===== config.mk =====
export PLATFORM = sky130hd
export DESIGN_NAME = scn_rom_responder
export DESIGN_NICKNAME = d
export VERILOG_FILES = /design/src/rtl/scn_rom_responder.sv
export SDC_FILE = /design/constraint.sdc
export NUM_CORES = 1
export LEC_CHECK = 0
export CORE_ASPECT_RATIO = 0.9
export CORE_UTILIZATION = 45
export DETAILED_ROUTE_END_ITERATION = 7
export GPL_TIMING_DRIVEN = 0
export PLACE_DENSITY_LB_ADDON = 0.08
export SYNTH_ARGS = -nofsm -noshare
export SYNTH_HDL_FRONTEND = slang
export SYNTH_SLANG_ARGS = --single-unit

===== constraint.sdc =====
create_clock -name clk -period 2 [get_ports clk]
set_clock_uncertainty 0.1 [all_clocks]
set_input_delay 0.3 -clock clk [delete_from_list [all_inputs] [get_ports clk]]
set_output_delay 0.3 -clock clk [all_outputs]
set_load 0.02 [all_outputs]

===== src/rtl/scn_rom_responder.sv =====
// ---------------------------------------------------------------------------
// scn_rom_responder: toggle-handshake graphics ROM responder backed by a
// one-line (64-bit) cache that refills over an SDRAM req/ack read channel.
// Revision: 1.0
// ---------------------------------------------------------------------------
`default_nettype none

module scn_rom_responder #(
  parameter int                SDR_AW    = 27,
  parameter logic [SDR_AW-1:0] BASE_ADDR = '0
) (
  input  logic              clk,
  input  logic              reset_n,
  input  logic [20:0]       rom_address,
  input  logic              rom_req,
  output logic              rom_ack,
  output logic [31:0]       rom_data,
  output logic [SDR_AW-1:0] sdr_addr,
  output logic              sdr_req,
  input  logic              sdr_ack,
  input  logic [63:0]       sdr_data,
  input  logic              invalidate
);

  typedef enum logic [1:0] {
    IDLE    = 2'd0,
    LOOKUP  = 2'd1,
    FETCH   = 2'd2,
    RESPOND = 2'd3
  } state_t;

  state_t              state_q, state_d;
  logic [18:0]         req_addr_q, req_addr_d;   // rom_address[20:2]
  logic [17:0]         tag_q, tag_d;             // rom_address[20:3]
  logic                valid_q, valid_d;
  logic [63:0]         line_q, line_d;
  logic                rom_ack_q, rom_ack_d;
  logic [31:0]         rom_data_q, rom_data_d;
  logic                sdr_req_q, sdr_req_d;
  logic [SDR_AW-1:0]   sdr_addr_q, sdr_addr_d;
  logic                inval_seen_q, inval_seen_d;

  logic                pending;
  logic                hit;
  logic [31:0]         line_word;
  logic [SDR_AW-1:0]   line_byte_addr;
  logic                unused_addr_bits;

  assign unused_addr_bits = ^rom_address[1:0];

  assign pending        = (rom_req != rom_ack_q);
  assign hit            = valid_q && (tag_q == req_addr_q[18:1]) && !invalidate;
  assign line_word      = req_addr_q[0] ? line_q[63:32] : line_q[31:0];
  assign line_byte_addr = SDR_AW'({req_addr_q[18:1], 3'b000});

  always_comb begin
    state_d      = state_q;
    req_addr_d   = req_addr_q;
    tag_d        = tag_q;
    valid_d      = valid_q & ~invalidate;
    line_d       = line_q;
    rom_ack_d    = rom_ack_q;
    rom_data_d   = rom_data_q;
    sdr_req_d    = sdr_req_q;
    sdr_addr_d   = sdr_addr_q;
    inval_seen_d = inval_seen_q;

    case (state_q)
      IDLE: begin
        if (pending) begin
          req_addr_d = rom_address[20:2];
          state_d    = LOOKUP;
        end
      end
      LOOKUP: begin
        // A second toggle that re-matched the levels cancels the request.
        if (!pending) begin
          state_d = IDLE;
        end else if (hit) begin
          rom_data_d = line_word;
          rom_ack_d  = rom_req;
          state_d    = IDLE;
        end else begin
          sdr_addr_d   = BASE_ADDR + line_byte_addr;
          sdr_req_d    = 1'b1;
          inval_seen_d = 1'b0;
          state_d      = FETCH;
        end
      end
      FETCH: begin
        if (invalidate) begin
          inval_seen_d = 1'b1;
        end
        if (sdr_ack) begin
          line_d    = sdr_data;
          tag_d     = req_addr_q[18:1];
          sdr_req_d = 1'b0;
          valid_d   = !invalidate && !inval_seen_q;
          state_d   = RESPOND;
        end
      end
      RESPOND: begin
        rom_data_d = line_word;
        rom_ack_d  = rom_req;
        state_d    = IDLE;
      end
      default: state_d = IDLE;
    endcase
  end

  always_ff @(posedge clk or negedge reset_n) begin
    if (!reset_n) begin
      state_q      <= IDLE;
      req_addr_q   <= '0;
      tag_q        <= '0;
      valid_q      <= 1'b0;
      line_q       <= '0;
      rom_ack_q    <= 1'b0;
      rom_data_q   <= '0;
      sdr_req_q    <= 1'b0;
      sdr_addr_q   <= '0;
      inval_seen_q <= 1'b0;
    end else begin
      state_q      <= state_d;
      req_addr_q   <= req_addr_d;
      tag_q        <= tag_d;
      valid_q      <= valid_d;
      line_q       <= line_d;
      rom_ack_q    <= rom_ack_d;
      rom_data_q   <= rom_data_d;
      sdr_req_q    <= sdr_req_d;
      sdr_addr_q   <= sdr_addr_d;
      inval_seen_q <= inval_seen_d;
    end
  end

  assign rom_ack  = rom_ack_q;
  assign rom_data = rom_data_q;
  assign sdr_req  = sdr_req_q;
  assign sdr_addr = sdr_addr_q;

endmodule

`default_nettype wire


==> results.json <==
{
  "placedCellCount": 764,
  "end_kind": "register",
  "dp_hpwl_mm": 9.24,
  "ys_seq_area_share_pct": 59.0,
  "clockRootBuffer": "clkbuf_16",
  "max_slew.worst_pin.slew_ns": 0.636,
  "routabilityCongestion": 0.675,
  "worstSkewPairLatency_ns": 0.42,
  "via_per_inst": 4.88,
  "syn_area_mm2": 0.00666,
  "start_kind": "register",
  "finalHoldViolCount": 0,
  "num_rows": 41,
  "overflow": 0,
  "whs_ns": 0.366,
  "syn-mean-instance-area_um2": 15.7,
  "ys_types": 29,
  "maxSlewViolCount": 0,
  "cp.arrival_ns": 2.50,
  "groute.usage.overall_pct": 19.8,
  "fin_util_pct": 65.1,
  "cts_tree": "built",
  "portBuffers": 139,
  "crit_fanout": 8,
  "clock_path_buffers": 2,
  "wl_per_cell_um": 17.1,
  "mostFrequentLayoutCells": "dfrtp_1 (157), mux2_2 (152), clkdlybuf4s50_1 (138)",
  "drive_above_1_share_pct": 42.3,
  "wl_mm": 13.9,
  "finalPower_mw": 15.2,
  "syn_inst": 423,
  "initial_core_util_pct": 46.9,
  "clk_pin_slew_ns": 0.06,
  "dpl_cell_area_mm2": 0.00836,
  "post-place-ws_ns": -0.621,
  "syn2layout_area_growth_pct": 39.0,
  "htreeDepth": 4,
  "core_area_mm2": 0.0142,
  "ir_worst_vdd_v": 0.00102,
  "period_needed_ns": 2.29,
  "die_x_um": 130,
  "p_leak_nw": 4.03,
  "post-route-period-util_pct": 115,
  "ant_nets": 0,
  "maxCapViolations": 0,
  "vias": 3968,
  "numCtsBuffers": 17,
  "mostFrequentLayoutCell": "dfrtp_1",
  "final.setup.worst_slack_ns": -0.294,
  "critPathRequiredTime_ns": 2.20,
  "slew_headroom_pct": 57.6,
  "pin_count": 151,
  "rsz0062_at_grt": "yes",
  "ys_ff_latch": 157,
  "drt_iter0_markers": 112,
  "drc": 0,
  "finalSetupViolCount": 53,
  "grt_pass1_wl_mm": 22.8,
  "die_h_um": 117,
  "dr.pass1.iters": 4,
  "violations": "setup timing",
  "setup_tns_ns": -13.37,
  "status": "complete, but fails checks",
  "fin_cells": 813,
  "timing.fmax_mhz": 436,
  "nNetsFinal": 697,
  "hold_path_class": "primary input to asynchronous set/reset pin",
  "power.density_mw_per_mm2": 1650,
  "grt_max_degree": 91,
  "fin_area_mm2": 0.00925,
  "clock-sinks": 157,
  "grt_pass1_vias": 4440,
  "diodes": 0,
  "crit_type": "register to register",
  "die-area_mm2": 0.0153,
  "antenna_found_initial": 0,
  "yosysWarnings": 0
}
-- area by class of cell --
cell class              count  area [um2]
repair buffers            157        1650
clock inverters            11         119
inverters                   2        7.51
plain buffers              29         259
well taps                 193         241
clock buffers              21         450
flip-flops and latches    157        3930
fillers                  1061        4960
multi-input cells         243        2600
-- critical path, cell delays in order (launching register included) --
cell and delay [ns]:
dfrtp_1 0.40, xor2_1 0.17, nor4_2 0.38, nand3_2 0.15, o41ai_4 0.23, buf_6 0.25
clkbuf_16 0.19, mux2_4 0.29
-- metal layers --
layer  vias to the layer above  share of wire, %  GRT usage, %  routed length, um
met1                      2013                45          25.4               6240
met2                       105                48          31.8               6740
met3                        16               5.1          5.75                715
met4                         0               1.8          6.47                244
met5                         -                 0             0                  0
li1                       1834                 -             -                  -
-- state kept, by name (all words and copies together), names as in the netlist, named ones only --
register	flops
line_q	64
rom_data	32
req_addr_q	19
sdr_addr	18
tag_q	18
inval_seen_q	1
rom_ack	1
sdr_req	1
state_q	1
valid_q	1
-- synth_stat cells --
library cell     n  share of area [%]
and3_1           1              0.094
dlygate4sd1_1    3               0.39
nand4_1          2               0.19
nand3_1          2               0.15
o21ai_1          1              0.075
buf_2            5               0.38
o41ai_4          1               0.41
or3_1            1              0.094
mux2_4          30                6.8
buf_1            4               0.23
xnor2_1          1               0.13
a22o_1           1               0.13
nand2b_1         1              0.094
nor2_1           5               0.28
xor2_1          18                2.4
nor4_1           2               0.19
buf_4           10                1.1
mux2_2         153                 26
buf_6            3               0.51
clkbuf_1         4               0.23
nor3_1           3               0.23
nor3b_1          1               0.11
a221oi_1         1               0.13
conb_1           1              0.056
nand2_1          7               0.39
inv_1            2               0.11
a21oi_1          1              0.075
dfrtp_1        157                 59
nor2b_1          2               0.19
-- repair_timing --
item,in CTS,in global routing
hold endpoints to repair,67,0
hold buffers,1,0
setup endpoints to repair,112,119
cloned,1,3
pin swaps,4,6
gates resized for setup,29,7
buffers inserted,9,3
-- kinds of logic after synthesis --
logic type / Yosys count / synth area share (%)
other cells: 1 / 0.0563
simple gates: 27 / 2.01
compound gates: 5 / 0.827
buf+inv: 31 / 2.97
mux: 183 / 32.6
flops: 157 / 59.0
xor+xnor: 19 / 2.50
-- power breakdown --
group	internal [mW]	switching, mW	total, mW
registers	4.80	0.953	5.76
logic	3.88	2.49	6.37
clock network	1.86	1.25	3.11
total	10.5	4.69	15.2
-- worst paths after layout --
kind	slack, ns	depth (start not counted)	from	to
max	-0.29	7	req_addr_q[12]	rom_data[21]
min	0.37	2	reset_n	line_q[39]
max reg2reg	-0.29	7	req_addr_q[12]	rom_data[21]
min reg2reg	0.39	2	sdr_req	sdr_req
max in group asynchronous	0.59	3	reset_n	rom_data[26]
min in group clk	0.39	2	sdr_data[12]	line_q[12]
Note: power is estimated with default switching activity, not from simulation.
